## src/rtl/apb_multi_requester.sv

```systemverilog
// APB requester: host request port to an APB bus with NUM_SLAVES completers.
// Address-decoded PSELx, per-completer response mux, wait-state timeout, back-to-back transfers.
module apb_multi_requester #(
  parameter int unsigned ADDR_WIDTH = 32,
  parameter int unsigned DATA_WIDTH = 32,
  parameter int unsigned NUM_SLAVES = 4,
  parameter int unsigned TIMEOUT    = 16
) (
  input  logic                             PCLK,
  input  logic                             PRESET,
  input  logic                             transfer,
  output logic                             req_ready,
  input  logic                             write_en,
  input  logic [ADDR_WIDTH-1:0]            waddr,
  input  logic [DATA_WIDTH-1:0]            wdata,
  input  logic [DATA_WIDTH/8-1:0]          strb,
  input  logic [2:0]                       prot,
  input  logic                             pnse,
  output logic                             done,
  output logic [DATA_WIDTH-1:0]            rdata,
  output logic                             error,
  output logic                             timeout,
  output logic [NUM_SLAVES-1:0]            PSELx,
  output logic                             PENABLE,
  output logic [ADDR_WIDTH-1:0]            PADDR,
  output logic                             PWRITE,
  output logic [DATA_WIDTH-1:0]            PWDATA,
  output logic [DATA_WIDTH/8-1:0]          PSTRB,
  output logic [2:0]                       PPROT,
  output logic                             PNSE,
  input  logic [NUM_SLAVES*DATA_WIDTH-1:0] PRDATA,
  input  logic [NUM_SLAVES-1:0]            PREADY,
  input  logic [NUM_SLAVES-1:0]            PSLVERR
);

  localparam int unsigned STRB_WIDTH = DATA_WIDTH / 8;
  localparam int unsigned SEL_BITS   = (NUM_SLAVES > 1) ? $clog2(NUM_SLAVES) : 1;
  localparam int unsigned SEL_W1     = SEL_BITS + 1;
  localparam int unsigned CNT_W      = (TIMEOUT > 1) ? $clog2(TIMEOUT + 1) : 1;
  localparam logic [SEL_BITS:0] NUM_SEL  = SEL_W1'(NUM_SLAVES);
  localparam logic [CNT_W-1:0]  CNT_LAST = CNT_W'(TIMEOUT - 1);

  typedef enum logic [1:0] {StIdle, StSetup, StAccess, StDecerr} state_e;

  state_e                  state_q, state_d;
  logic [ADDR_WIDTH-1:0]   addr_q;
  logic [DATA_WIDTH-1:0]   wdata_q, rdata_q, rdata_d, rdata_mux;
  logic [STRB_WIDTH-1:0]   strb_q;
  logic                    write_q, pnse_q;
  logic [2:0]              prot_q;
  logic [SEL_BITS-1:0]     idx_q, req_idx;
  logic [CNT_W-1:0]        wait_cnt_q;
  logic                    done_q, done_d, error_q, error_d, timeout_q, timeout_d;
  logic [NUM_SLAVES-1:0]   sel_oh;
  logic                    pready_sel, pslverr_sel, tmo_fire, ready_int, accept, legal;

  assign req_idx = waddr[ADDR_WIDTH-1 -: SEL_BITS];
  assign legal   = {1'b0, req_idx} < NUM_SEL;

  // Select and response mux driven only by the captured index.
  always_comb begin
    sel_oh    = '0;
    rdata_mux = '0;
    for (int k = 0; k < NUM_SLAVES; k++) begin
      if (idx_q == SEL_BITS'(k)) begin
        sel_oh[k] = 1'b1;
        rdata_mux = PRDATA[k*DATA_WIDTH +: DATA_WIDTH];
      end
    end
  end

  assign pready_sel  = |(PREADY & sel_oh);
  assign pslverr_sel = |(PSLVERR & sel_oh);
  assign tmo_fire    = (TIMEOUT != 0) && (state_q == StAccess) && !pready_sel &&
                       (wait_cnt_q == CNT_LAST);

  always_comb begin
    state_d   = state_q;
    ready_int = 1'b0;
    unique case (state_q)
      StIdle:   ready_int = 1'b1;
      StSetup:  state_d = StAccess;
      StAccess: begin
        if (pready_sel || tmo_fire) begin
          ready_int = 1'b1;
          state_d   = StIdle;
        end
      end
      StDecerr: state_d = StIdle;
      default:  state_d = StIdle;
    endcase
    if (ready_int && transfer) state_d = legal ? StSetup : StDecerr;
  end

  assign accept    = ready_int & transfer;
  assign req_ready = ready_int & ~PRESET;

  // PREADY has priority over a simultaneous timeout.
  always_comb begin
    done_d    = 1'b0;
    error_d   = 1'b0;
    timeout_d = 1'b0;
    rdata_d   = rdata_q;
    if (state_q == StAccess && pready_sel) begin
      done_d  = 1'b1;
      error_d = pslverr_sel;
      rdata_d = write_q ? '0 : rdata_mux;
    end else if (tmo_fire) begin
      done_d    = 1'b1;
      error_d   = 1'b1;
      timeout_d = 1'b1;
      rdata_d   = '0;
    end else if (state_q == StDecerr) begin
      done_d  = 1'b1;
      error_d = 1'b1;
      rdata_d = '0;
    end
  end

  always_ff @(posedge PCLK or posedge PRESET) begin
    if (PRESET) begin
      state_q    <= StIdle;
      addr_q     <= '0;
      wdata_q    <= '0;
      strb_q     <= '0;
      write_q    <= 1'b0;
      prot_q     <= '0;
      pnse_q     <= 1'b0;
      idx_q      <= '0;
      wait_cnt_q <= '0;
      done_q     <= 1'b0;
      error_q    <= 1'b0;
      timeout_q  <= 1'b0;
      rdata_q    <= '0;
    end else begin
      state_q   <= state_d;
      done_q    <= done_d;
      error_q   <= error_d;
      timeout_q <= timeout_d;
      rdata_q   <= rdata_d;
      if (accept) begin
        addr_q  <= waddr;
        wdata_q <= wdata;
        strb_q  <= write_en ? strb : '0;
        write_q <= write_en;
        prot_q  <= prot;
        pnse_q  <= pnse;
        idx_q   <= req_idx;
      end
      if (state_q == StSetup) begin
        wait_cnt_q <= '0;
      end else if (state_q == StAccess && !pready_sel) begin
        wait_cnt_q <= wait_cnt_q + 1'b1;
      end
    end
  end

  assign PSELx   = (state_q == StSetup || state_q == StAccess) ? sel_oh : '0;
  assign PENABLE = (state_q == StAccess);
  assign PADDR   = addr_q;
  assign PWRITE  = write_q;
  assign PWDATA  = wdata_q;
  assign PSTRB   = strb_q;
  assign PPROT   = prot_q;
  assign PNSE    = pnse_q;
  assign done    = done_q;
  assign error   = error_q;
  assign timeout = timeout_q;
  assign rdata   = rdata_q;

endmodule

```

## config.mk

```make
export PLATFORM = sky130hd
export DESIGN_NAME = apb_multi_requester
export DESIGN_NICKNAME = d
export VERILOG_FILES = /design/src/rtl/apb_multi_requester.sv
export SDC_FILE = /design/constraint.sdc
export NUM_CORES = 1
export LEC_CHECK = 0
export ABC_AREA = 1
export BUFFER_PORTS_ARGS = -buffer_cell sky130_fd_sc_hd__buf_2
export CAP_MARGIN = 25
export CELL_PAD_IN_SITES_DETAIL_PLACEMENT = 0
export CELL_PAD_IN_SITES_GLOBAL_PLACEMENT = 1
export CORE_MARGIN = 3
export CORE_UTILIZATION = 31
export CTS_BUF_LIST = sky130_fd_sc_hd__clkbuf_4
export DETAILED_ROUTE_END_ITERATION = 10
export PLACE_DENSITY = 0.79
export SLEW_MARGIN = 25
export SYNTH_ARGS = -nofsm -noshare
export SYNTH_HDL_FRONTEND = slang
export SYNTH_SLANG_ARGS = --single-unit
```

## constraint.sdc

```tcl
create_clock -name PCLK -period 4.3 [get_ports PCLK]
set_input_delay 0.215 -clock PCLK [delete_from_list [all_inputs] [get_ports PCLK]]
set_output_delay 0.215 -clock PCLK [all_outputs]
set_load 0.02 [all_outputs]
```

==> Flow_metrics.wiki <==
{| class="wikitable"
! Metric !! Value
|-
| Number of resized instances in the post-cts repair step || 0
|-
| Total number of vias || approximately 6,400
|-
| Post-placement cell count || about 1,200
|-
| Crit Path Category || reg2reg
|-
| Classification of the worst-slack hold path || in2reg
|-
| Timing startpoint of the critical path || PADDR[30]
|-
| Xor and xnor area share after synthesis || 0.00309
|-
| Buffers added on ports || between 300 and 400
|-
| Critical path endpoint category || register
|-
| Req. time, crit path || roughly 4.8 ns
|-
| Fmax achieved || roughly 320 MHz
|-
| Peak per-stage delay on the critical path || around 0.89 ns
|-
| Synthesized area per cell || around 8 um^2
|-
| Count of final max-slew check failures || 0
|-
| Remaining global-route overflow || 0
|-
| Pint || between 2 and 3 mW
|-
| Post-synthesis net count || between 900 and 1,000
|-
| Layout cells sized above 1 || 0.363
|-
| Maximum VDD drop || about 0.00038 V
|-
| Adder-cell area share of the yosys netlist || 0.0132
|-
| Most common cell type on the critical path || sky130_fd_sc_hd__nand2_2
|-
| Relative contribution of the clock network to total power || 0.148
|-
| Final HPWL DP || between 15,000 and 20,000 um
|-
| Final Hold Fails || 0
|-
| Die width || around 140 um
|-
| Worst Path Arrival || between 3 and 4 ns
|-
| Number of buffers created by CTS || 17
|-
| Root buffer selected by CTS || sky130_fd_sc_hd__clkbuf_4
|-
| Unrepaired setup endpoints after global routing || false
|-
| Power density over the cells || 653 mW/mm^2
|-
| Number of global-route vias before repair || between 6,000 and 7,000
|-
| Worst skew pair latency || ~0.53 ns
|-
| Post-synthesis mux area share || 0
|-
| Min Clock Period, post-route || ~3.1 ns
|-
| Simple-gate portion of the synthesized area || 0.345
|-
| CTS HTree Levels || 4
|-
| GRT Resource Usage Total || 0.212
|-
| Sequential element share of the synthesized area || 0.507
|-
| Number of inserted filler cells in the final layout || between 1,500 and 2,000
|-
| Largest net degree at the start of global routing || 74
|-
| Number of antenna violations at the first check in global routing || 1
|-
| Area of the placeable core || about 0.018 mm^2
|-
| Standard-cell row count || 48
|-
| Switching power of the nets || between 2 and 3 mW
|-
| Global-route wire length before repair || about 34,000 um
|-
| Number of DRC markers after the initial detailed-route iteration || roughly 370
|-
| Final-stage net count || roughly 1,300
|-
| Critical path fanouts, max || between 40 and 50
|-
| Critical register-to-register path endpoint || PADDR[26]
|-
| Combinational power share || 0.535
|-
| Flop pwr share || 0.317
|-
| Maxcap violations || 0
|-
| Post-synthesis to final-layout area growth || 53.3%
|-
| Detail-routed net length per standard cell || around 16 um
|-
| Number of cells on the worst reg-to-reg path || 11
|-
| Proportion of netlist area held by the largest area contributor || 0.507
|-
| Weighted congestion at the end of routability-driven global placement || 0.940
|-
| Final antenna-violating net count || 0
|-
| Worst Tran Pin Value || just over 0.8 ns
|-
| Routed wire length || 21,700 um
|-
| CTS clock-pin slew for the worst setup and hold paths || about 0.11 ns
|-
| Vias per Instance || 4.74
|-
| Synth warnings || 0
|-
| TritonCTS clock tree || built
|-
| Max Root-Sink Buffers || 2
|-
| Cell leakage power || 4.77 nW
|-
| Library cells used by synthesis || 25
|-
| Most area-consuming cells after synthesis || sky130_fd_sc_hd__dfrtp_1 (51%), sky130_fd_sc_hd__nand2_1 (15%), sky130_fd_sc_hd__nand3_1 (12%)
|-
| Count of state elements after synthesis || between 100 and 150
|-
| Kind of start point of the critical path || register
|-
| Reg-to-reg critical path startpoint || PADDR[30]
|-
| Summed instance area of the synthesized netlist || ~0.0057 mm^2
|-
| Fraction of the mapped netlist area in compound gates || 0.0771
|-
| Combinational family with the most area after synthesis || simple AND/OR/NAND/NOR gates
|-
| Post-synthesis cell count || 712
|-
| Worst hold slack after final layout || ~0.045 ns
|-
| Yosys top cell by area || sky130_fd_sc_hd__dfrtp_1
|-
| Reg2reg setup slack || around 1.2 ns
|-
| DR pass1 iterations || 5
|-
| Worst-path cell with the longest stage delay || sky130_fd_sc_hd__dfrtp_1
|-
| Clock tree skew after final layout || roughly 0.016 ns
|-
| Final setup violating endpoints || 0
|-
| Number of DRC violations after detailed routing || 0
|-
| Cell breakdown of the critical path || inv_2 -> nand3_1 -> nand2_2 -> nor2_4 -> nand2_2 -> nand2_4 -> nand2_2 -> nand2_2 -> buf_12 -> nand2_1 -> nand2_1
|-
| Area used by multi-input combinational logic || around 0.0025 mm^2
|-
| Die area || about 0.020 mm^2
|-
| Filler-free cell count of the finished design || 1,355
|-
| Overall die height || 141 um
|-
| Initial standard-cell utilization of the core || 0.323
|-
| Setup TNS after final layout || 0 ns
|-
| Tightest slew margin relative to the limit || 0.452
|-
| FF+latch area || 0.00288 mm^2
|-
| Worst Setup EP || PADDR[26]
|-
| Result of the run || finished, final reports clean
|-
| Number of sinks on the clock net || around 120
|-
| Ports placed on the boundary || 326
|-
| Switching share of power || 0.486
|-
| Final critical-path share of the clock period || 0.727
|}
==> stage by stage <==
step	worst slack, ns	utilization	total power, mW	instance area, um^2
final	1.17	0.495	5.68	8710
after global routing	0.857	0.495	6.16	8710
after CTS	1.18	0.494	5.75	8690
after detailed placement	1.22	0.421	4.81	7420
after global placement	1.31	0.421	4.78	7420
after floorplan	1.04	-	3.80	5680
==> placed cells by master (no fill, tap or decap) <==
cell type,n
sky130_fd_sc_hd__bufinv_16,3
sky130_fd_sc_hd__inv_1,14
sky130_fd_sc_hd__nor2_2,2
sky130_fd_sc_hd__o21ai_1,4
sky130_fd_sc_hd__o21ai_0,71
sky130_fd_sc_hd__nor3_1,1
sky130_fd_sc_hd__nand3b_1,4
sky130_fd_sc_hd__nand2_1,229
sky130_fd_sc_hd__inv_2,3
sky130_fd_sc_hd__ha_1,6
sky130_fd_sc_hd__or2_2,35
sky130_fd_sc_hd__dlygate4sd3_1,99
sky130_fd_sc_hd__buf_2,325
sky130_fd_sc_hd__clkinv_4,1
sky130_fd_sc_hd__nand2_4,1
sky130_fd_sc_hd__dfrtp_1,115
sky130_fd_sc_hd__nor2_1,23
sky130_fd_sc_hd__diode_2,1
sky130_fd_sc_hd__inv_4,1
sky130_fd_sc_hd__clkinvlp_4,3
sky130_fd_sc_hd__xor2_1,2
sky130_fd_sc_hd__buf_12,1
sky130_fd_sc_hd__nand4_1,1
sky130_fd_sc_hd__o22ai_1,4
sky130_fd_sc_hd__clkinv_1,2
sky130_fd_sc_hd__nand3_1,138
sky130_fd_sc_hd__clkinv_2,3
sky130_fd_sc_hd__o21a_1,3
sky130_fd_sc_hd__buf_4,7
sky130_fd_sc_hd__inv_6,2
sky130_fd_sc_hd__nor2_4,1
sky130_fd_sc_hd__clkbuf_4,18
sky130_fd_sc_hd__a21oi_1,3
sky130_fd_sc_hd__nand2_2,4
==> worst max-delay path, delay by kind of cell, from the launching register on <==
kind / cells / cell delay (ns)
buffers and inverters: 2 / 0.59
DFF: 1 / 0.89
and+or+nand+nor: 9 / 1.52
==> worst min-delay path by stage <==
| stage | startpoint | end | slack (ns) | cells past startpoint |
|---|---|---|---|---|
| floorplan | waddr[23] | PADDR[23] | 0.36 | 2 |
| global placement | wdata[5] | PWDATA[5] | 0.44 | 3 |
| detailed placement | waddr[25] | PADDR[25] | 0.45 | 3 |
| CTS | PRDATA[119] | rdata[23] | 0.009 | 3 |
| global route | PRDATA[114] | rdata[18] | 0.01 | 3 |
| finish | PRDATA[114] | rdata[18] | 0.05 | 3 |
==> synthesized netlist by cell type <==
cell type / instances
sky130_fd_sc_hd__nor2_1: 23
sky130_fd_sc_hd__clkinv_1: 1
sky130_fd_sc_hd__nand2_4: 1
sky130_fd_sc_hd__a21oi_1: 3
sky130_fd_sc_hd__buf_2: 19
sky130_fd_sc_hd__nand4_1: 1
sky130_fd_sc_hd__inv_2: 2
sky130_fd_sc_hd__or2_2: 35
sky130_fd_sc_hd__ha_1: 6
sky130_fd_sc_hd__nand3b_1: 4
sky130_fd_sc_hd__dfrtp_1: 115
sky130_fd_sc_hd__o21ai_0: 71
sky130_fd_sc_hd__nand2_1: 229
sky130_fd_sc_hd__inv_1: 15
sky130_fd_sc_hd__o21ai_1: 4
sky130_fd_sc_hd__o22ai_1: 4
sky130_fd_sc_hd__nor3_1: 1
sky130_fd_sc_hd__xor2_1: 2
sky130_fd_sc_hd__nor2_4: 1
sky130_fd_sc_hd__nand3_1: 138
sky130_fd_sc_hd__nor2_2: 2
sky130_fd_sc_hd__clkbuf_1: 22
sky130_fd_sc_hd__nand2_2: 4
sky130_fd_sc_hd__buf_6: 6
sky130_fd_sc_hd__o21a_1: 3
==> area by class of cell <==
type                    count  share of cell area
clock buffers              18              0.0155
inverters                  18             0.00805
well taps                 225              0.0323
flip-flops and latches    115               0.331
clock inverters            14              0.0185
diodes                      1            0.000287
multi-input cells         532               0.286
repair buffers            432               0.309
==> sequential cells by signal, summed over array words and instances, names as in the netlist <==
name        flops
rdata          32
done            1
PSTRB           4
PWRITE          1
wait_cnt_q      5
PNSE            1
PPROT           3
timeout         1
PWDATA         32
error           1
state_q         2
PADDR          32
==> timing repair <==
action	in CTS	in global routing
hold endpoints to repair	212	1
buffers inserted	0	0
hold buffers	98	1
==> power groups by stage <==
| stage | logic (mW) | registers, mW | clock network [mW] |
|---|---|---|---|
| floorplan | 1.52 | 2.28 | 0 |
| global placement | 2.96 | 1.82 | 0 |
| detailed placement | 3.00 | 1.81 | 0 |
| CTS | 3.08 | 1.80 | 0.878 |
| global route | 3.38 | 1.86 | 0.922 |
| finish | 3.04 | 1.80 | 0.841 |
==> routing by layer <==
layer | share of wire | GRT usage
met5 | 0 | 0
met4 | 0.032 | 0.0760
met3 | 0.066 | 0.0563
met2 | 0.49 | 0.351
met1 | 0.41 | 0.267
==> cell families after synthesis <==
| group | count (synthesis) |
|---|---|
| adders and majority gates | 6 |
| AOI/OAI and AO/OA | 85 |
| and+or+nand+nor | 439 |
| buffers and inverters | 65 |
| xor gates and xnor gates | 2 |
| DFF | 115 |
Note: power is estimated with default switching activity, not from simulation.
